[src/rtl/load_store_unit.sv]
// Load/store unit: byte/half/word accesses to a word-addressed data memory with a
// registered read port. Sub-word stores use read-modify-write; misaligned requests
// complete immediately with an error flag and touch no memory.
module load_store_unit #(
  parameter int unsigned WORD_BITS = 8
) (
  input  logic        LSU_clk,
  input  logic        LSU_reset,
  input  logic        LSU_req,
  input  logic        LSU_we,
  input  logic [1:0]  LSU_size,
  input  logic        LSU_signed,
  input  logic [31:0] LSU_addr,
  input  logic [31:0] LSU_wdata,
  output logic [31:0] LSU_rdata,
  output logic        LSU_busy,
  output logic        LSU_done,
  output logic        LSU_misaligned,
  output logic [31:0] LSU_mem_address,
  output logic [31:0] LSU_mem_data_out,
  output logic        LSU_mem_write,
  output logic        LSU_mem_read,
  input  logic [31:0] LSU_mem_data_in
);

  localparam logic [1:0] SizeByte = 2'b00;
  localparam logic [1:0] SizeHalf = 2'b01;
  localparam logic [1:0] SizeWord = 2'b10;

  typedef enum logic [2:0] {StIdle, StRd, StLdCap, StMrg, StWr, StDone} state_e;

  state_e              r_state, w_state_next;
  logic [WORD_BITS+1:0] r_addr;
  logic [31:0]         r_wdata;
  logic [1:0]          r_size;
  logic                r_signed;
  logic                r_we;
  logic                r_mis;
  logic [31:0]         r_merged;
  logic [31:0]         r_rdata;

  logic                w_accept;
  logic                w_mis;
  logic [31:0]         w_word_idx;
  logic [15:0]         w_lane;
  logic [31:0]         w_load;
  logic [31:0]         w_merged;
  logic                w_unused_addr;

  // Address bits above the memory's reach are intentionally ignored.
  assign w_unused_addr = ^LSU_addr[31:WORD_BITS+2];

  assign w_accept = (r_state == StIdle) && LSU_req;
  assign w_mis    = (LSU_size == 2'b11) ||
                    ((LSU_size == SizeHalf) && LSU_addr[0]) ||
                    ((LSU_size == SizeWord) && (LSU_addr[1:0] != 2'b00));
  assign w_word_idx = {{(32 - WORD_BITS){1'b0}}, r_addr[WORD_BITS+1:2]};

  // State register
  always_ff @(posedge LSU_clk or posedge LSU_reset) begin
    if (LSU_reset) begin
      r_state <= StIdle;
    end else begin
      r_state <= w_state_next;
    end
  end

  // Next-state logic
  always_comb begin
    w_state_next = r_state;
    unique case (r_state)
      StIdle: begin
        if (LSU_req) begin
          if (w_mis) begin
            w_state_next = StDone;
          end else if (LSU_we && (LSU_size == SizeWord)) begin
            w_state_next = StWr;
          end else begin
            w_state_next = StRd;
          end
        end
      end
      StRd:    w_state_next = r_we ? StMrg : StLdCap;
      StLdCap: w_state_next = StDone;
      StMrg:   w_state_next = StWr;
      StWr:    w_state_next = StDone;
      StDone:  w_state_next = StIdle;
      default: w_state_next = StIdle;
    endcase
  end

  // Output decode, from state only
  always_comb begin
    LSU_busy         = 1'b1;
    LSU_done         = 1'b0;
    LSU_misaligned   = 1'b0;
    LSU_mem_read     = 1'b0;
    LSU_mem_write    = 1'b0;
    LSU_mem_address  = '0;
    LSU_mem_data_out = '0;
    unique case (r_state)
      StIdle: LSU_busy = 1'b0;
      StRd: begin
        LSU_mem_read    = 1'b1;
        LSU_mem_address = w_word_idx;
      end
      StWr: begin
        LSU_mem_write    = 1'b1;
        LSU_mem_address  = w_word_idx;
        LSU_mem_data_out = (r_size == SizeWord) ? r_wdata : r_merged;
      end
      StDone: begin
        LSU_done       = 1'b1;
        LSU_misaligned = r_mis;
      end
      default: ;
    endcase
  end

  // Load lane extraction; halves are aligned so the shift is 0 or 16 for them.
  always_comb begin
    w_lane = 16'(LSU_mem_data_in >> {r_addr[1:0], 3'b000});
    w_load = LSU_mem_data_in;
    case (r_size)
      SizeByte: w_load = {{24{r_signed & w_lane[7]}}, w_lane[7:0]};
      SizeHalf: w_load = {{16{r_signed & w_lane[15]}}, w_lane};
      default:  w_load = LSU_mem_data_in;
    endcase
  end

  // Read-modify-write merge of the store lane into the fetched word
  always_comb begin
    w_merged = LSU_mem_data_in;
    if (r_size == SizeByte) begin
      w_merged[{r_addr[1:0], 3'b000} +: 8] = r_wdata[7:0];
    end else begin
      w_merged[{r_addr[1], 4'b0000} +: 16] = r_wdata[15:0];
    end
  end

  // Request latch and datapath registers
  always_ff @(posedge LSU_clk or posedge LSU_reset) begin
    if (LSU_reset) begin
      r_addr   <= '0;
      r_wdata  <= '0;
      r_size   <= '0;
      r_signed <= 1'b0;
      r_we     <= 1'b0;
      r_mis    <= 1'b0;
      r_merged <= '0;
      r_rdata  <= '0;
    end else begin
      if (w_accept) begin
        r_addr   <= LSU_addr[WORD_BITS+1:0];
        r_wdata  <= LSU_wdata;
        r_size   <= LSU_size;
        r_signed <= LSU_signed;
        r_we     <= LSU_we;
        r_mis    <= w_mis;
      end
      if (r_state == StMrg) begin
        r_merged <= w_merged;
      end
      if (r_state == StLdCap) begin
        r_rdata <= w_load;
      end
    end
  end

  assign LSU_rdata = r_rdata;

endmodule

[config.mk]
export PLATFORM = sky130hd
export DESIGN_NAME = load_store_unit
export DESIGN_NICKNAME = d
export VERILOG_FILES = /design/src/rtl/load_store_unit.sv
export SDC_FILE = /design/constraint.sdc
export NUM_CORES = 1
export LEC_CHECK = 0
export ABC_AREA = 1
export BUFFER_PORTS_ARGS = -buffer_cell sky130_fd_sc_hd__buf_2
export CORE_ASPECT_RATIO = 0.6
export CORE_UTILIZATION = 48
export DETAILED_ROUTE_END_ITERATION = 10
export PLACE_DENSITY = 0.78
export SYNTH_ARGS = -nofsm -noshare
export SYNTH_HDL_FRONTEND = slang
export SYNTH_SLANG_ARGS = --single-unit
export TNS_END_PERCENT = 50
[constraint.sdc]
create_clock -name LSU_clk -period 3.5 [get_ports LSU_clk]
set_input_delay 0.35 -clock LSU_clk [delete_from_list [all_inputs] [get_ports LSU_clk]]
set_output_delay 0.35 -clock LSU_clk [all_outputs]
set_load 0.01 [all_outputs]
# [Yosys cells after proc, flatten, opt, wreduce, memory -nomap -nowiden]
# Cells that the tools add are included.
[classes] n_addsub=2 eq_ne=11 shift=5 n_mux=17 bitwise_logic=2 reduce_logical=11
[op_table] operator="32-bit two-way mux" count=3
[op_table] operator="32-bit bitwise mux" count=2
[op_table] operator="32-bit case mux with 2 select lines" count=1
[op_table] operator="16-bit by 7-bit variable shift with 32-bit output (first input constant)" count=1
[op_table] operator="8-bit by 7-bit variable shift with 32-bit output (first input constant)" count=1
[op_table] operator="16-bit by 7-bit variable part select with 32-bit output" count=1
[op_table] operator="8-bit by 7-bit variable part select with 32-bit output" count=1
[op_table] operator="32-bit by 5-bit right shift with 16-bit output" count=1
[op_table] operator="5-bit negation with 7-bit output" count=2
[op_table] operator="3-bit case mux with 4 select lines" count=1
[op_table] operator="3-bit two-way mux" count=3
[op_table] operator="8-bit two-way mux" count=1
[op_table] operator="2-bit equality test (second input constant)" count=3
[op_table] operator="3-bit by 2-bit equality test with 1-bit output (second input constant)" count=2
[op_table] operator="3-bit equality test (second input constant)" count=2
[op_table] operator="1-bit two-way mux" count=6
[op_table] operator="2-bit by 1-bit equality test with 1-bit output (second input constant)" count=2
[op_table] operator="1-bit logical AND" count=4
[op_table] operator="2-bit OR reduction" count=2
[op_table] operator="3-bit by 1-bit equality test with 1-bit output (second input constant)" count=1
[op_table] operator="3-bit zero test" count=1
[op_table] operator="1-bit AND" count=2
[op_table] operator="2-bit zero test" count=1
[op_table] operator="1-bit logical OR" count=2
[op_table] operator="2 further kinds" count=2
[totals] regBits=114 input_bits=103 out_inout_bits=101 elab_cells=57

# [Depth between registers and ports, before layout]
[depth] ltp_word=7 depth_mapped=10 mapped_depth_nobuf=8

# [Least setup slack after synthesis]
# No wires, ideal clock.
[synth_path] kind="reg-to-reg" from="reg r_addr[1]" to="reg r_merged[7]" setup_ns=0.124 arrival_ns=1.815 t_required_ns=3.376 setup_slack_ns=1.561 path_stages_with_launch=11 n_path_buf=3 synth_period_minus_slack_ns=1.939 path_cell_list="dfrtp_1 > inv_2 > buf_2 > buf_2 > ha_1 > clkbuf_1 > inv_1 > a21oi_1 > o21ai_0 > o211ai_1 > nand2_1"
[synth_via] elab_chain_len=4 word_cells_on_any_way=9 classes_between="2 x add/sub; 4 x shift; 3 x mux"
[synth_rtl] element="start: declaration" line_no="33" source="logic [WORD_BITS+1:0] r_addr;"
[synth_rtl] element="start signal: assignment" line_no="154" source="r_addr <= LSU_addr[WORD_BITS+1:0];"
[synth_rtl] element="5-bit negation with 7-bit output, on equally long branches" line_no="137, 135"
[synth_rtl] element="16-bit by 7-bit variable part select with 32-bit output (tied with other cells)" line_no="137" source="w_merged[{r_addr[1], 4'b0000} +: 16] = r_wdata[15:0];"
[synth_rtl] element="32-bit bitwise mux, on equally long branches" line_no="137, 135"
[synth_rtl] element="32-bit two-way mux *" line_no="134" source="if (r_size == SizeByte) begin"
[synth_rtl] element="end signal: assignment" line_no="162" source="r_merged <= w_merged;"
[synth_rtl] element="end: declaration" line_no="39" source="logic [31:0] r_merged;"
# Mark *: on every way between the ends. The rest lies on a longest branch, timed or not.
# A chain may end at the register's enable or synchronous reset.

# [Worst setup path in the final report]
[layout_path] from="reg r_size[1]" to="out LSU_mem_data_out[23]"
[layout_via] elab_chain_len=3
[layout_rtl] element="start: declaration" line_no="35" source="logic [1:0] r_size;"
[layout_rtl] element="start signal: assignment" line_no="156" source="r_size <= LSU_size;"
[layout_rtl] element="2-bit equality test" line_no="110" source="LSU_mem_data_out = (r_size == SizeWord) ? r_wdata : r_merged;"
[layout_rtl] element="32-bit two-way mux" line_no="110"
[layout_rtl] element="32-bit two-way mux" line_no="101" source="unique case (r_state)"
[layout_rtl] element="end: declaration" line_no="20" source="output logic [31:0] LSU_mem_data_out,"
# No other way between the ends.

==> results.txt <==
----------------------------------------------------
[Cells and area]
  Most common cell after layout, fill and taps aside ... sky130_fd_sc_hd__nand2_1
  Leading cell types in the layout, fill and taps excluded ... 282 x sky130_fd_sc_hd__nand2_1, 157 x sky130_fd_sc_hd__buf_2, 114 x sky130_fd_sc_hd__dfrtp_1
  Area growth syn-to-layout ... 18.77%
  Share of layout cells above drive strength 1 ... 0.2046
  Number of non-filler instances in the completed layout ... 1,332
  Number of nets in the layout ... 1,234
  Design area ... 8344 um2

[Yosys]
  Number of standard cells after synthesis ... 1,001
  Netlist cell types ... 33
  Number of synthesized register bits ... 114
  Post-Syn Area per Cell ... 7.018 um2
  Register area share after synthesis ... 0.4061
  Synth Warn # ... 0
  Synthesized area ... 7025 um2

[Route]
  Vias per cell ... 5.363
  Post-detailed-route count of antenna-violating nets ... 0
  Final routed DRC violation total ... 0
  First-pass iteration count of the detailed router ... 5
  Via total after detailed routing ... 7,143
  Post-detailed-route wirelength per cell ... 15.98 um
  DR iter-0 viols ... 851
  Routed wire length ... 21.28 mm

[Worst setup path]
  Setup Crit Path Kind ... register to output port
  WP data arrival ... 2.41 ns
  CP endpoint kind ... output port
  Critical path data required time ... 3.15 ns
  Largest driver fanout on the critical path ... 36
  Kind of start point of the critical path ... register

[Clocking]
  Number of buffers created by CTS ... 17
  Cells resized by post-CTS repair ... 0
  # H-tree levels ... 4
  Number of post-CTS setup repair buffers ... 0
  CTS Buffer Depth ... 2
  Clk Tree Root Cell ... sky130_fd_sc_hd__clkbuf_16
  TritonCTS clock tree ... built
  Count of hold-fix buffers inserted at cts ... 0
  Clock input transition at the sequential cells of the worst setup and hold paths ... 0.06 ns
  Clk_lat worst skew ... 0.41 ns
  Clock Sink Count ... 114

[Global route]
  Total routing resource utilization after global routing ... 0.2941
  Global-route wire length before repair ... 33.85 mm
  Number of antenna violations at the first check in global routing ... 0
  Total congestion overflow after global routing ... 0
  Vias in the first global route ... 6,460
  Maximum number of pins on one net before global-route repair ... 61

[STA]
  Relative slew slack ... 0.4123
  Hold violation count in the final report ... 0
  Post-layout minimum cycle time ... 2.764 ns
  Maximum clock rate ... 361.8 MHz
  Setup repair after global routing missed its margin ... false
  Worst slew pin tran ... 0.8806 ns
  Max Transition Viols Final ... 0
  Worst clock skew ... 0.006544 ns
  Setup violation total in the final timing report ... 0
  Aggregate negative setup slack ... 0 ns
  Period utilisation layout ... 0.7897

[Min path]
  Type of the most critical hold path ... input port to asynchronous set/reset pin

[Run]
  Maximum capacitance violations ... 0

[Floorplan]
  Total die area ... 15,140 um2
  Number of placement rows ... 33
  Core ar. ... 13,960 um2
  Die span in x ... 158.2 um
  Vertical die dimension ... 95.71 um
  Top-Level Pins ... 204
  Initial core utilization ... 0.5034

[Power and ir drop]
  Static Leak ... 4.409 nW
  Total power density per cell area ... 967.0 nW/um2
  Worst supply voltage drop on vdd ... 448.8 uV

[Place]
  Number of cells in the design after placement ... 1,299
  Number of buffer cells added on primary ports ... 157
  Half-perimeter wire length after placement ... 15.41 mm
  Placer's final routability congestion estimate ... 0.9328
  Post-place instance area ... 7750 um2

[Run status]
  Run status ... complete, no violations

----------------------------------------------------
==> worst paths after layout <==
path	start	to	depth (start not counted)	slack (ns)
worst max-delay path	r_size[1]	LSU_mem_data_out[23]	7	0.74
worst min-delay path	LSU_reset	r_addr[3]	2	0.05
worst max register to register	r_addr[1]	r_merged[22]	7	1.42
worst min register to register	r_merged[28]	r_merged[28]	2	0.47
max in group asynchronous	LSU_reset	LSU_rdata[10]	3	2.69
min in group LSU_clk	LSU_wdata[20]	r_wdata[20]	3	0.12
==> cell type report <==
class	instances	area, um2
clock buffer	18	439.2
multi-input combinational	728	3410
inverter	97	366.6
tap	192	240.2
antenna	1	2.502
fill	1365	5612
clock inverter	14	152.6
timing repair buffer	168	880.8
sequential	114	2853
==> stage by stage <==
step	power (mW)	util	worst slack, ns	hold WS [ns]
after detailed placement	6.268	0.5553	1.189	0.4609
final	8.069	0.5979	0.7361	0.04674
after CTS	8.044	0.5977	0.7298	0.07418
after global routing	8.750	0.5977	0.5154	0.09960
after floorplan	5.168	-	0.1343	0.4436
after global placement	6.173	0.5553	1.179	0.4566
==> power breakdown <==
group	switching, mW	internal (mW)
Clock	0.659	1.07
Sequential	0.409	1.98
Combinational	2.63	1.32
Total	3.70	4.37
==> critical path: stages (launching register included) <==
cell and delay (ns):
sky130_fd_sc_hd__dfrtp_1 0.40, sky130_fd_sc_hd__inv_2 0.17, sky130_fd_sc_hd__nor2_2 0.05, sky130_fd_sc_hd__buf_4 0.24
sky130_fd_sc_hd__inv_1 0.68, sky130_fd_sc_hd__o21ai_0 0.15, sky130_fd_sc_hd__a21oi_1 0.15, sky130_fd_sc_hd__buf_2 0.16
==> cell usage after synthesis <==
| master | n | area, um2 |
|---|---|---|
| sky130_fd_sc_hd__nand4_1 | 2 | 12.51 |
| sky130_fd_sc_hd__or2_2 | 8 | 50.05 |
| sky130_fd_sc_hd__a21oi_1 | 78 | 390.4 |
| sky130_fd_sc_hd__or2_0 | 6 | 37.54 |
| sky130_fd_sc_hd__buf_1 | 2 | 7.510 |
| sky130_fd_sc_hd__inv_2 | 11 | 41.29 |
| sky130_fd_sc_hd__dfrtp_1 | 114 | 2853 |
| sky130_fd_sc_hd__nand2_1 | 282 | 1059 |
| sky130_fd_sc_hd__buf_4 | 32 | 240.2 |
| sky130_fd_sc_hd__nand2_2 | 2 | 12.51 |
| sky130_fd_sc_hd__nor2_2 | 3 | 18.77 |
| sky130_fd_sc_hd__buf_2 | 24 | 120.1 |
| sky130_fd_sc_hd__a2bb2oi_1 | 1 | 8.760 |
| sky130_fd_sc_hd__o21bai_1 | 12 | 90.09 |
| sky130_fd_sc_hd__or2_1 | 9 | 56.30 |
| sky130_fd_sc_hd__o22ai_1 | 16 | 100.1 |
| sky130_fd_sc_hd__inv_1 | 86 | 322.8 |
| sky130_fd_sc_hd__nor2_4 | 3 | 33.78 |
| sky130_fd_sc_hd__o211ai_1 | 11 | 82.58 |
| sky130_fd_sc_hd__nor3_2 | 1 | 10.01 |
| sky130_fd_sc_hd__nor3_1 | 2 | 10.01 |
| sky130_fd_sc_hd__nand3_1 | 57 | 285.3 |
| sky130_fd_sc_hd__nand3_2 | 4 | 40.04 |
| sky130_fd_sc_hd__nor3b_1 | 1 | 7.510 |
| sky130_fd_sc_hd__nor2_1 | 62 | 232.7 |
| sky130_fd_sc_hd__o21ai_0 | 108 | 540.5 |
| sky130_fd_sc_hd__o21ai_1 | 23 | 115.1 |
| sky130_fd_sc_hd__o21a_1 | 6 | 45.04 |
| sky130_fd_sc_hd__clkbuf_1 | 24 | 90.09 |
| sky130_fd_sc_hd__conb_1 | 1 | 3.750 |
| sky130_fd_sc_hd__a31oi_1 | 2 | 12.51 |
| sky130_fd_sc_hd__ha_1 | 5 | 62.56 |
| sky130_fd_sc_hd__buf_6 | 3 | 33.78 |
==> cells by family after synthesis <==
kind of cell | after synthesis | share of synthesized area
buf+inv | 182 | 0.1218
other cells | 1 | 0.0005338
flops | 114 | 0.4061
compound gates | 257 | 0.1972
fa+ha+maj | 5 | 0.008905
simple gates | 442 | 0.2655
==> flip-flops by register name, summed over array words and instances (netlist names) <==
name and flops:
r_mis 1, r_size 2, LSU_rdata 32, r_we 1, r_state 3, r_addr 10, r_wdata 32, r_merged 32
r_signed 1
==> routing by layer <==
| metal | part of all wire | global-route usage | vias to the layer above |
|---|---|---|---|
| met5 | 0 | 0 | - |
| met4 | 0.015 | 0.08894 | 0 |
| met3 | 0.11 | 0.07429 | 30 |
| met2 | 0.40 | 0.4024 | 365 |
| met1 | 0.48 | 0.4483 | 3313 |
| li1 | - | - | 3435 |
(Power assumes the default switching activity.)
